[config.mk]
export PLATFORM = sky130hd
export DESIGN_NAME = voice_envelope_bank_flat
export DESIGN_NICKNAME = d
export VERILOG_FILES = /design/src/rtl/voice_envelope_bank_if.sv /design/src/rtl/voice_envelope_bank.sv /design/src/flat_wrapper.sv
export SDC_FILE = /design/constraint.sdc
export NUM_CORES = 1
export LEC_CHECK = 0
export CAP_MARGIN = 15
export CORE_UTILIZATION = 55
export DETAILED_ROUTE_END_ITERATION = 12
export MAX_ROUTING_LAYER = met4
export PLACE_DENSITY_LB_ADDON = 0.1
export SYNTH_ARGS = -nofsm -noshare
export SYNTH_HDL_FRONTEND = slang
export SYNTH_SLANG_ARGS = --single-unit
export TNS_END_PERCENT = 100
[constraint.sdc]
create_clock -name clk -period 7.9 [get_ports clk]
set_clock_uncertainty 0.05 [all_clocks]
set_input_delay 1.975 -clock clk [delete_from_list [all_inputs] [get_ports clk]]
set_output_delay 1.975 -clock clk [all_outputs]
set_load 0.005 [all_outputs]
[src/rtl/voice_envelope_bank_if.sv]
// Control/read bus of the envelope bank: key events, shared stage table and the gain read port.
interface voice_envelope_bank_if #(
    parameter int N_VOICES   = 16,
    parameter int N_STAGES   = 8,
    parameter int GAIN_WIDTH = 16,
    parameter int RATE_WIDTH = 17,
    parameter int DUR_WIDTH  = 16
);
    localparam int SW  = $clog2(N_STAGES);
    localparam int RDW = $clog2(N_VOICES + 1);

    logic [N_VOICES-1:0]             key_on_i;
    logic [N_VOICES-1:0]             key_off_i;
    logic [N_STAGES*RATE_WIDTH-1:0]  stage_rate_i;
    logic [N_STAGES*DUR_WIDTH-1:0]   stage_dur_i;
    logic [SW-1:0]                   sustain_stage_i;
    logic [SW-1:0]                   release_stage_i;
    logic [RDW-1:0]                  rd_voice_i;
    logic [GAIN_WIDTH-1:0]           rd_gain_o;
    logic [N_VOICES-1:0]             active_o;
    logic                            tick_o;

    modport master (
        output key_on_i, key_off_i, stage_rate_i, stage_dur_i,
        output sustain_stage_i, release_stage_i, rd_voice_i,
        input  rd_gain_o, active_o, tick_o
    );

    modport slave (
        input  key_on_i, key_off_i, stage_rate_i, stage_dur_i,
        input  sustain_stage_i, release_stage_i, rd_voice_i,
        output rd_gain_o, active_o, tick_o
    );
endinterface

[src/rtl/voice_envelope_bank.sv]
// Time-multiplexed envelope bank: one envelope FSM per voice, each advanced once per tick
// in its own scan slot of a shared prescaler, with a registered gain read port.
module voice_envelope_bank #(
    parameter int N_VOICES       = 16,
    parameter int N_STAGES       = 8,
    parameter int GAIN_WIDTH     = 16,
    parameter int RATE_WIDTH     = 17,
    parameter int DUR_WIDTH      = 16,
    parameter int TICK_CYCLES    = 48,
    parameter int RETRIGGER_MODE = 0
) (
    input  logic                  clk,
    input  logic                  rst,
    voice_envelope_bank_if.slave  bus
);
    localparam int VW    = (N_VOICES > 1) ? $clog2(N_VOICES) : 1;
    localparam int SW    = $clog2(N_STAGES);
    localparam int CW    = $clog2(TICK_CYCLES);
    localparam int RDW   = $clog2(N_VOICES + 1);
    localparam int SUM_W = GAIN_WIDTH + 2;
    localparam logic [CW:0]           NV_C     = (CW+1)'(N_VOICES);
    localparam logic [CW-1:0]         CNT_LAST = CW'(TICK_CYCLES - 1);
    localparam logic [GAIN_WIDTH-1:0] GAIN_MAX = {GAIN_WIDTH{1'b1}};

    typedef enum logic [1:0] {
        ST_IDLE    = 2'd0,
        ST_RUN     = 2'd1,
        ST_SUSTAIN = 2'd2,
        ST_RELEASE = 2'd3
    } env_state_e;

    env_state_e              state_q [N_VOICES];
    logic [SW-1:0]           stage_q [N_VOICES];
    logic [DUR_WIDTH-1:0]    dur_q   [N_VOICES];
    logic [GAIN_WIDTH-1:0]   gain_q  [N_VOICES];
    logic [N_VOICES-1:0]     pend_on_q;
    logic [N_VOICES-1:0]     pend_off_q;
    logic [N_VOICES-1:0]     active_q;
    logic [CW-1:0]           cnt_q;
    logic                    tick_q;
    logic [GAIN_WIDTH-1:0]   rd_gain_q;

    logic                    slot_vld_d;
    logic [VW-1:0]           slot_v_d;
    logic [N_VOICES-1:0]     slot_hit_d;
    env_state_e              cur_state_d;
    logic [SW-1:0]           cur_stage_d;
    logic [DUR_WIDTH-1:0]    cur_dur_d;
    logic [GAIN_WIDTH-1:0]   cur_gain_d;
    logic                    ev_on_d;
    logic                    ev_off_d;
    logic [RATE_WIDTH-1:0]   rate_d;
    logic [DUR_WIDTH-1:0]    dur_lim_d;
    logic signed [SUM_W-1:0] sum_d;
    logic [GAIN_WIDTH-1:0]   clamp_d;
    env_state_e              state_d;
    logic [SW-1:0]           stage_d;
    logic [DUR_WIDTH-1:0]    dur_d;
    logic [GAIN_WIDTH-1:0]   gain_d;
    logic [GAIN_WIDTH-1:0]   rd_sel_d;

    // Slot decode and fetch of the serviced voice's state, its events and its stage table entry.
    always_comb begin
        slot_vld_d = ({1'b0, cnt_q} < NV_C);
        slot_v_d   = cnt_q[VW-1:0];
        slot_hit_d = '0;
        for (int v = 0; v < N_VOICES; v++) begin
            if (slot_vld_d && (slot_v_d == VW'(v))) begin
                slot_hit_d[v] = 1'b1;
            end else begin
                slot_hit_d[v] = 1'b0;
            end
        end
        cur_state_d = state_q[slot_v_d];
        cur_stage_d = stage_q[slot_v_d];
        cur_dur_d   = dur_q[slot_v_d];
        cur_gain_d  = gain_q[slot_v_d];
        // A pulse landing in the slot cycle itself is consumed right away.
        ev_on_d     = pend_on_q[slot_v_d]  | bus.key_on_i[slot_v_d];
        ev_off_d    = pend_off_q[slot_v_d] | bus.key_off_i[slot_v_d];
        rate_d      = bus.stage_rate_i[cur_stage_d*RATE_WIDTH +: RATE_WIDTH];
        dur_lim_d   = bus.stage_dur_i[cur_stage_d*DUR_WIDTH +: DUR_WIDTH];
    end

    // Saturating gain step; the two guard bits hold both the sign and the overflow carry.
    always_comb begin
        sum_d = $signed({2'b00, cur_gain_d})
              + $signed({{(SUM_W-RATE_WIDTH){rate_d[RATE_WIDTH-1]}}, rate_d});
        if (sum_d[SUM_W-1]) begin
            clamp_d = '0;
        end else if (sum_d[SUM_W-2:GAIN_WIDTH] != '0) begin
            clamp_d = GAIN_MAX;
        end else begin
            clamp_d = sum_d[GAIN_WIDTH-1:0];
        end
    end

    // Next envelope state of the serviced voice; key events take priority over the stage timer.
    always_comb begin
        state_d = cur_state_d;
        stage_d = cur_stage_d;
        dur_d   = cur_dur_d;
        gain_d  = cur_gain_d;
        if (ev_on_d) begin
            state_d = ST_RUN;
            stage_d = '0;
            dur_d   = '0;
            if (RETRIGGER_MODE == 0) begin
                gain_d = '0;
            end else begin
                gain_d = cur_gain_d;
            end
        end else if (ev_off_d) begin
            if (cur_state_d != ST_IDLE) begin
                state_d = ST_RELEASE;
                stage_d = bus.release_stage_i;
                dur_d   = '0;
            end else begin
                state_d = cur_state_d;
            end
        end else begin
            case (cur_state_d)
                ST_RUN, ST_RELEASE: begin
                    gain_d = clamp_d;
                    if (cur_dur_d >= dur_lim_d) begin
                        dur_d = '0;
                        if ((cur_state_d == ST_RUN) && (cur_stage_d == bus.sustain_stage_i)) begin
                            state_d = ST_SUSTAIN;
                        end else if ((cur_state_d == ST_RELEASE) && (cur_stage_d == SW'(N_STAGES - 1))) begin
                            stage_d = cur_stage_d;
                        end else begin
                            stage_d = cur_stage_d + SW'(1);
                        end
                    end else begin
                        dur_d = cur_dur_d + DUR_WIDTH'(1);
                    end
                    if ((cur_state_d == ST_RELEASE) && (clamp_d == '0)) begin
                        state_d = ST_IDLE;
                        stage_d = '0;
                        dur_d   = '0;
                    end else begin
                        state_d = state_d;
                    end
                end
                default: begin
                    gain_d = cur_gain_d;
                end
            endcase
        end
    end

    // Read-port mux; any address past the last voice reads as zero.
    always_comb begin
        rd_sel_d = '0;
        for (int v = 0; v < N_VOICES; v++) begin
            if (bus.rd_voice_i == RDW'(v)) begin
                rd_sel_d = gain_q[v];
            end else begin
                rd_sel_d = rd_sel_d;
            end
        end
    end

    // Prescaler, event latches, per-voice state write-back and registered outputs.
    always_ff @(posedge clk) begin
        if (rst) begin
            cnt_q      <= '0;
            tick_q     <= 1'b0;
            rd_gain_q  <= '0;
            pend_on_q  <= '0;
            pend_off_q <= '0;
            active_q   <= '0;
            for (int v = 0; v < N_VOICES; v++) begin
                state_q[v] <= ST_IDLE;
                stage_q[v] <= '0;
                dur_q[v]   <= '0;
                gain_q[v]  <= '0;
            end
        end else begin
            if (cnt_q == CNT_LAST) begin
                cnt_q <= '0;
            end else begin
                cnt_q <= cnt_q + CW'(1);
            end
            tick_q     <= (cnt_q == '0);
            rd_gain_q  <= rd_sel_d;
            pend_on_q  <= (pend_on_q  | bus.key_on_i)  & ~slot_hit_d;
            pend_off_q <= (pend_off_q | bus.key_off_i) & ~slot_hit_d;
            if (slot_vld_d) begin
                state_q[slot_v_d]  <= state_d;
                stage_q[slot_v_d]  <= stage_d;
                dur_q[slot_v_d]    <= dur_d;
                gain_q[slot_v_d]   <= gain_d;
                active_q[slot_v_d] <= (state_d != ST_IDLE);
            end else begin
                active_q <= active_q;
            end
        end
    end

    assign bus.rd_gain_o = rd_gain_q;
    assign bus.active_o  = active_q;
    assign bus.tick_o    = tick_q;
endmodule

[src/flat_wrapper.sv]
// flat-port wrapper written by rule: the top's interface ports become plain ports
module voice_envelope_bank_flat 
#(
    parameter int N_VOICES       = 16,
    parameter int N_STAGES       = 8,
    parameter int GAIN_WIDTH     = 16,
    parameter int RATE_WIDTH     = 17,
    parameter int DUR_WIDTH      = 16,
    parameter int TICK_CYCLES    = 48,
    parameter int RETRIGGER_MODE = 0
)
  (clk, rst, bus_key_on_i, bus_key_off_i, bus_stage_rate_i, bus_stage_dur_i, bus_sustain_stage_i, bus_release_stage_i, bus_rd_voice_i, bus_rd_gain_o, bus_active_o, bus_tick_o);
  voice_envelope_bank_if #(.N_VOICES(N_VOICES), .N_STAGES(N_STAGES), .GAIN_WIDTH(GAIN_WIDTH), .RATE_WIDTH(RATE_WIDTH), .DUR_WIDTH(DUR_WIDTH)) bus_i ();
  input  logic clk;
  input  logic rst;
  input wire logic [$bits(bus_i.key_on_i)-1:0] bus_key_on_i;
  input wire logic [$bits(bus_i.key_off_i)-1:0] bus_key_off_i;
  input wire logic [$bits(bus_i.stage_rate_i)-1:0] bus_stage_rate_i;
  input wire logic [$bits(bus_i.stage_dur_i)-1:0] bus_stage_dur_i;
  input wire logic [$bits(bus_i.sustain_stage_i)-1:0] bus_sustain_stage_i;
  input wire logic [$bits(bus_i.release_stage_i)-1:0] bus_release_stage_i;
  input wire logic [$bits(bus_i.rd_voice_i)-1:0] bus_rd_voice_i;
  output wire logic [$bits(bus_i.rd_gain_o)-1:0] bus_rd_gain_o;
  output wire logic [$bits(bus_i.active_o)-1:0] bus_active_o;
  output wire logic [$bits(bus_i.tick_o)-1:0] bus_tick_o;
  assign bus_i.key_on_i = bus_key_on_i;
  assign bus_i.key_off_i = bus_key_off_i;
  assign bus_i.stage_rate_i = bus_stage_rate_i;
  assign bus_i.stage_dur_i = bus_stage_dur_i;
  assign bus_i.sustain_stage_i = bus_sustain_stage_i;
  assign bus_i.release_stage_i = bus_release_stage_i;
  assign bus_i.rd_voice_i = bus_rd_voice_i;
  assign bus_rd_gain_o = bus_i.rd_gain_o;
  assign bus_active_o = bus_i.active_o;
  assign bus_tick_o = bus_i.tick_o;
  voice_envelope_bank #(.N_VOICES(N_VOICES), .N_STAGES(N_STAGES), .GAIN_WIDTH(GAIN_WIDTH), .RATE_WIDTH(RATE_WIDTH), .DUR_WIDTH(DUR_WIDTH), .TICK_CYCLES(TICK_CYCLES), .RETRIGGER_MODE(RETRIGGER_MODE)) u_core (.clk(clk), .rst(rst), .bus(bus_i));
endmodule
# After elaboration in Yosys (flattened, before gate mapping)
# Memories as Yosys holds them, arrays and structs flattened. A register that Yosys moved wholly into a read port is not among the register bits.
# Index checks and enable logic that the tools add are counted.
[word_totals] reg_bits=71 mem_bits_rw=592 in_bits=309 output_inout_bits=33 word_cells=185 n_memories=4
[op_classes] n_addsub=4 multipliers=1 magnitude_cmp=4 eq_ne=35 shifts=2 mux=90 bitwise_logic=7 n_reduce_logical=32
[mem_list] name="u_core.dur_q" depth=16 word_bits=16 rd=1 rd_clocked_by_memory_dff=1 wr=16 line_no="voice_envelope_bank.sv:34" source="logic [DUR_WIDTH-1:0] dur_q [N_VOICES];"
[mem_list] name="u_core.gain_q" depth=16 word_bits=16 rd=17 rd_clocked_by_memory_dff=1 wr=16 line_no="voice_envelope_bank.sv:35" source="logic [GAIN_WIDTH-1:0] gain_q [N_VOICES];"
[mem_list] name="u_core.stage_q" depth=16 word_bits=3 rd=1 rd_clocked_by_memory_dff=1 wr=16 line_no="voice_envelope_bank.sv:33" source="logic [SW-1:0] stage_q [N_VOICES];"
[mem_list] name="u_core.state_q" depth=16 word_bits=2 rd=1 rd_clocked_by_memory_dff=1 wr=16 line_no="voice_envelope_bank.sv:32" source="env_state_e state_q [N_VOICES];"
[ops] operator="16-bit two-way mux" n=29
[ops] operator="136-bit by 9-bit indexed part select with 17-bit output" n=1
[ops] operator="128-bit by 8-bit indexed part select with 16-bit output" n=1
[ops] operator="5-bit by 4-bit == test with 1-bit output, second input constant" n=8
[ops] operator="16-bit AND" n=2
[ops] operator="4-bit == test, second input constant" n=8
[ops] operator="4-bit two-way mux" n=8
[ops] operator="16-bit bitwise OR" n=2
[ops] operator="16-bit OR reduction" n=2
[ops] operator="1-bit two-way mux" n=30
[ops] operator="3-bit two-way mux" n=9
[ops] operator="5-bit by 3-bit == test with 1-bit output, second input constant" n=4
[ops] operator="1-bit logical AND" n=20
[ops] operator="17-bit by 17-bit adder with 18-bit output" n=1
[ops] operator="16-bit by 1-bit adder with 16-bit output, second input constant" n=1
[ops] operator="1-bit binary-select mux with 4-bit select" n=4
[ops] operator="16-bit bitwise mux" n=1
[ops] operator="4-bit by 3-bit == test with 1-bit output, second input constant" n=4
[ops] operator="16-bit greater-or-equal comparator" n=1
[ops] operator="16-bit zero test" n=1
[ops] operator="2-bit two-way mux" n=8
[ops] operator="16-bit NOT" n=1
[ops] operator="5-bit by 2-bit == test with 1-bit output, second input constant" n=2
[ops] operator="4-bit by 2-bit == test with 1-bit output, second input constant" n=2
[ops] operator="21 further kinds" n=25

# Longest topological paths before layout
[logic_depth] depth_word=17 depth_mapped=25 ltp_nobuf=20

# Worst setup path after synthesis
# OpenSTA, ideal clock, no wires.
[synth_timing] path_type="register to register" start="register u_core.cnt_q[0]" end="memory u_core.dur_q[0][13], data pin" setup_time_ns=0.265 arrival_ns=6.978 t_required_ns=7.585 path_slack_ns=0.607 stages_incl_launch_ff=24 n_path_buf=10 period_less_slack_ns=7.293 cell_sequence="dfxtp_1 > buf_6 > buf_6 > buf_4 > buf_2 > buf_4 > buf_4 > buf_2 > buf_2 > mux4_2 > mux4_2 > ha_1 > a21o_1 > a2111oi_0 > or4bb_1 > a31o_2 > a211oi_1 > o41ai_2 > o41ai_4 > buf_2 > a211oi_2 > a221oi_4 > buf_2 > nor2_1"
[synth_rtl] item="from (decl)" line_no="voice_envelope_bank.sv:39" source="logic [CW-1:0] cnt_q;"
[synth_rtl] item="from (signal assigned)" line_no="voice_envelope_bank.sv:183" source="cnt_q <= cnt_q + CW'(1);"
[synth_rtl] item="to (decl)" line_no="voice_envelope_bank.sv:34"

==> out/results.txt <==
Run status -> finished clean
Post-route ant nets -> 0
Part of the Yosys area used for sequential elements -> 0.566
Fin crit share -> 0.937
Cells after synthesis -> 2,928
R2R Setup Slk -> 500 ps
Mapped cell area -> 33,900 sq um
Min Clock Period, post-route -> 7400 ps
CTS tree -> done
Layout overhead on the synthesized area -> 19.1%
GRT met3 Usage -> 0.0979
Pre-antenna DRT Iters -> 6
Worst-Margin Slew -> 1230 ps
Critical path launch point type -> flip-flop
Post-CTS sizing -> 0
GRT Util Overall -> 0.385
Met1 usage -> 0.474
Rel. slew slack -> 0.180
DRC Markers -> 0
Clock-pin slew on the worst setup and hold paths -> 60 ps
Clock latency on the worst-skew pair -> 630 ps
Leakage Power -> 14.4 nW
Post-Synthesis Net Count -> 3,277
Htree depth -> 3
IO Pins -> 342
Cell Area, Placed -> 38,200 sq um
CTS Buffer Depth -> 3
Most used DFF post-synth -> edfxtp_1
Largest net degree at the start of global routing -> 131
Bufs and invs on worst path -> 2
Width of the die -> 250 um
Core area -> 60,700 sq um
Hold_buf cts -> 0
Setup bufs post-CTS -> 0
Dpl hpwl -> 72,400 um
Total grt overflow -> 0
Pwr Density -> 243 nW/um^2
Initial antenna violation count -> 2
EDFF count, synth -> 592
Final wirelength -> 118,000 um
Warnings from Yosys -> 0
Synth Register Bits -> 663
Post-Route Utilization -> 0.666
Avg Cell Area, Syn -> 11.6 sq um
Die area -> 62,700 sq um
Routability cong. -> 0.941
CP top delay family -> compound AO/OA/AOI/OAI gates
Number of DRC markers in iteration 0 -> 4,490
Cells on worst reg2reg path -> 20
Max cap viols -> 0
Library cells used by synthesis -> 77
Final Hold Fails -> 0
Levels on crit path -> 20
First-pass GRT wire length -> 170,000 um
DR WL/cell -> 29.4 um
M2 GR Usage -> 0.601
Busiest layer in global routing -> met2
Vias in the first global route -> 26,700
Req. time, crit path -> 8180 ps
RSZ-0062 raised after global routing -> false
Vias -> 27,000
Worst min path class -> reg2reg
Number of nets in the layout -> 3,536
Final setup vio count -> 0
CP Class -> reg2reg
Synth async-reset ratio -> 0
Layout cells sized above 1 -> 0.140
Max VDD drop -> 0.000190 V
Worst Setup End Kind -> flip-flop
Max Fclk -> 135 MHz
CP Data Arrival Time -> 7680 ps
Clk root buf -> clkbuf_16
Final Max Slew Viols -> 0
CTS Buf Count -> 70
Vias per inst -> 6.71
Chip height -> 250 um
Hold Path Stages -> 2
Final setup TNS -> 0 ps
CTS Sinks -> 663
Critical path, cell by cell -> mux4_2 -> a22o_1 -> a221oi_4 -> buf_4 -> nand3_1 -> nand2_1 -> o21ai_0 -> ha_1 -> fa_1 -> a21oi_1 -> o22a_1 -> or4bb_1 -> a31o_2 -> a211oi_1 -> o41ai_2 -> o41ai_4 -> buf_4 -> a211oi_2 -> a221oi_4 -> nor2_1
Initial Util -> 0.559
# rows -> 90
Final instance area -> 40,400 sq um
CP max stage delay -> 670 ps
Port bufs -> 341
CP Max Fanout -> 66
Slowest cell on crit path -> buf_4
Filler instances -> 4,492
[logic make-up after synthesis]
group / share of synthesized area
AND/OR/NAND/NOR: 0.164
flip-flops: 0.566
AO/OA/AOI/OAI: 0.0837
buffers and inverters: 0.0310
multiplexers: 0.135
adder cells (fa/ha/maj): 0.0150
XOR/XNOR: 0.00568
[path summary, 6_finish.rpt]
kind                                             end                start
worst max register to register  u_core.dur_q[10][11]      u_core.cnt_q[0]
worst min register to register   u_core.pend_on_q[7]  u_core.pend_on_q[7]
worst max-delay path            u_core.dur_q[10][11]      u_core.cnt_q[0]
worst min-delay path             u_core.pend_on_q[7]  u_core.pend_on_q[7]
[synthesized netlist by cell type (all sizes together), types with 6 or more instances]
cell type | number | area [sq um]
a211oi | 27 | 243
a21o | 28 | 210
a21oi | 41 | 231
a221oi | 21 | 267
a222oi | 9 | 90.1
a22o | 15 | 131
a22oi | 57 | 458
a311oi | 15 | 131
a31oi | 27 | 169
and2 | 15 | 93.8
and3 | 28 | 175
buf | 64 | 329
clkbuf | 160 | 601
dfxtp | 71 | 1420
edfxtp | 592 | 17800
ha | 39 | 488
inv | 31 | 116
mux2 | 9 | 105
mux2i | 17 | 170
mux4 | 191 | 4300
nand2 | 349 | 1310
nand2b | 12 | 75.1
nand3 | 164 | 821
nand4 | 9 | 56.3
nor2 | 724 | 2720
nor2b | 11 | 68.8
nor3 | 17 | 90.1
o211ai | 6 | 45.0
o21ai | 73 | 365
o221ai | 8 | 70.1
o22ai | 29 | 181
xnor2 | 14 | 123
xor2 | 8 | 70.1
[metrics by stage]
step | hold slack (ps) | cells | setup WS (ps) | total power, mW
after floorplan | 369 | 2928 | 607 | 5.71
after global placement | 384 | 3896 | 644 | 6.54
after detailed placement | 394 | 3896 | 421 | 6.59
after CTS | 408 | 4022 | 472 | 9.76
after global routing | 416 | 4026 | 71.3 | 10.1
final | 403 | 4026 | 500 | 9.83
[metal layers]
| metal | vias to the layer above | part of all wire |
|---|---|---|
| met2 | 2141 | 0.47 |
| met1 | 13200 | 0.35 |
| met4 | 0 | 0.046 |
| met5 | - | 0 |
| li1 | 11300 | - |
| met3 | 353 | 0.13 |
[cells in the final DEF, fill, tap and decap left out, types with 14 or more instances in the layout]
master / instances
dfxtp_1: 68
clkinv_2: 16
a311oi_1: 15
mux4_2: 191
edfxtp_1: 592
and2_1: 14
a221oi_1: 15
ha_1: 39
a22o_1: 15
o21ai_0: 67
clkbuf_1: 15
a21oi_1: 35
a21o_4: 14
nand2_1: 348
a31oi_1: 27
nand3_1: 149
nand3_2: 15
nor3_1: 14
buf_4: 68
a211oi_1: 22
clkbuf_16: 73
clkdlybuf4s50_1: 341
a22oi_1: 51
xnor2_1: 14
o22ai_1: 29
inv_1: 28
nor2_1: 717
and3_1: 28
mux2i_1: 17
[report_power, final]
part / switching (mW) / internal, mW
logic: 1.59 / 0.924
clock network: 1.41 / 1.83
registers: 0.0773 / 4.00
[cell type report]
cell class | instances | area (sq um) | share of cell area
Sequential cell | 663 | 19200 | 0.475
Tap cell | 782 | 978 | 0.0242
Inverter | 32 | 121 | 0.00300
Antenna cell | 3 | 7.51 | 0.000186
Timing Repair Buffer | 411 | 3960 | 0.0981
Multi-Input combinational cell | 2009 | 13900 | 0.345
Clock inverter | 35 | 284 | 0.00703
Clock buffer | 91 | 1920 | 0.0476
[worst reg2reg max path, stage by stage (launching register included)]
cell and delay (ps):
dfxtp_4 610, mux4_2 560, a22o_1 240, a221oi_4 320
buf_4 670, nand3_1 260, nand2_1 150, o21ai_0 120
ha_1 270, fa_1 480, a21oi_1 230, o22a_1 220
or4bb_1 460, a31o_2 290, a211oi_1 340, o41ai_2 180
o41ai_4 420, buf_4 300, a211oi_2 140, a221oi_4 660
nor2_1 140
[sequential cells by signal, summed over array words and instances, names as in the netlist]
| signal | flops |
|---|---|
| u_core.bus.tick_o | 1 |
| u_core.cnt_q | 6 |
| u_core.pend_on_q | 16 |
| u_core.state_q | 32 |
| u_core.gain_q | 256 |
| u_core.stage_q | 48 |
| u_core.dur_q | 256 |
| u_core.bus.rd_gain_o | 16 |
| u_core.bus.active_o | 16 |
| u_core.pend_off_q | 16 |
(Power assumes the default switching activity.)
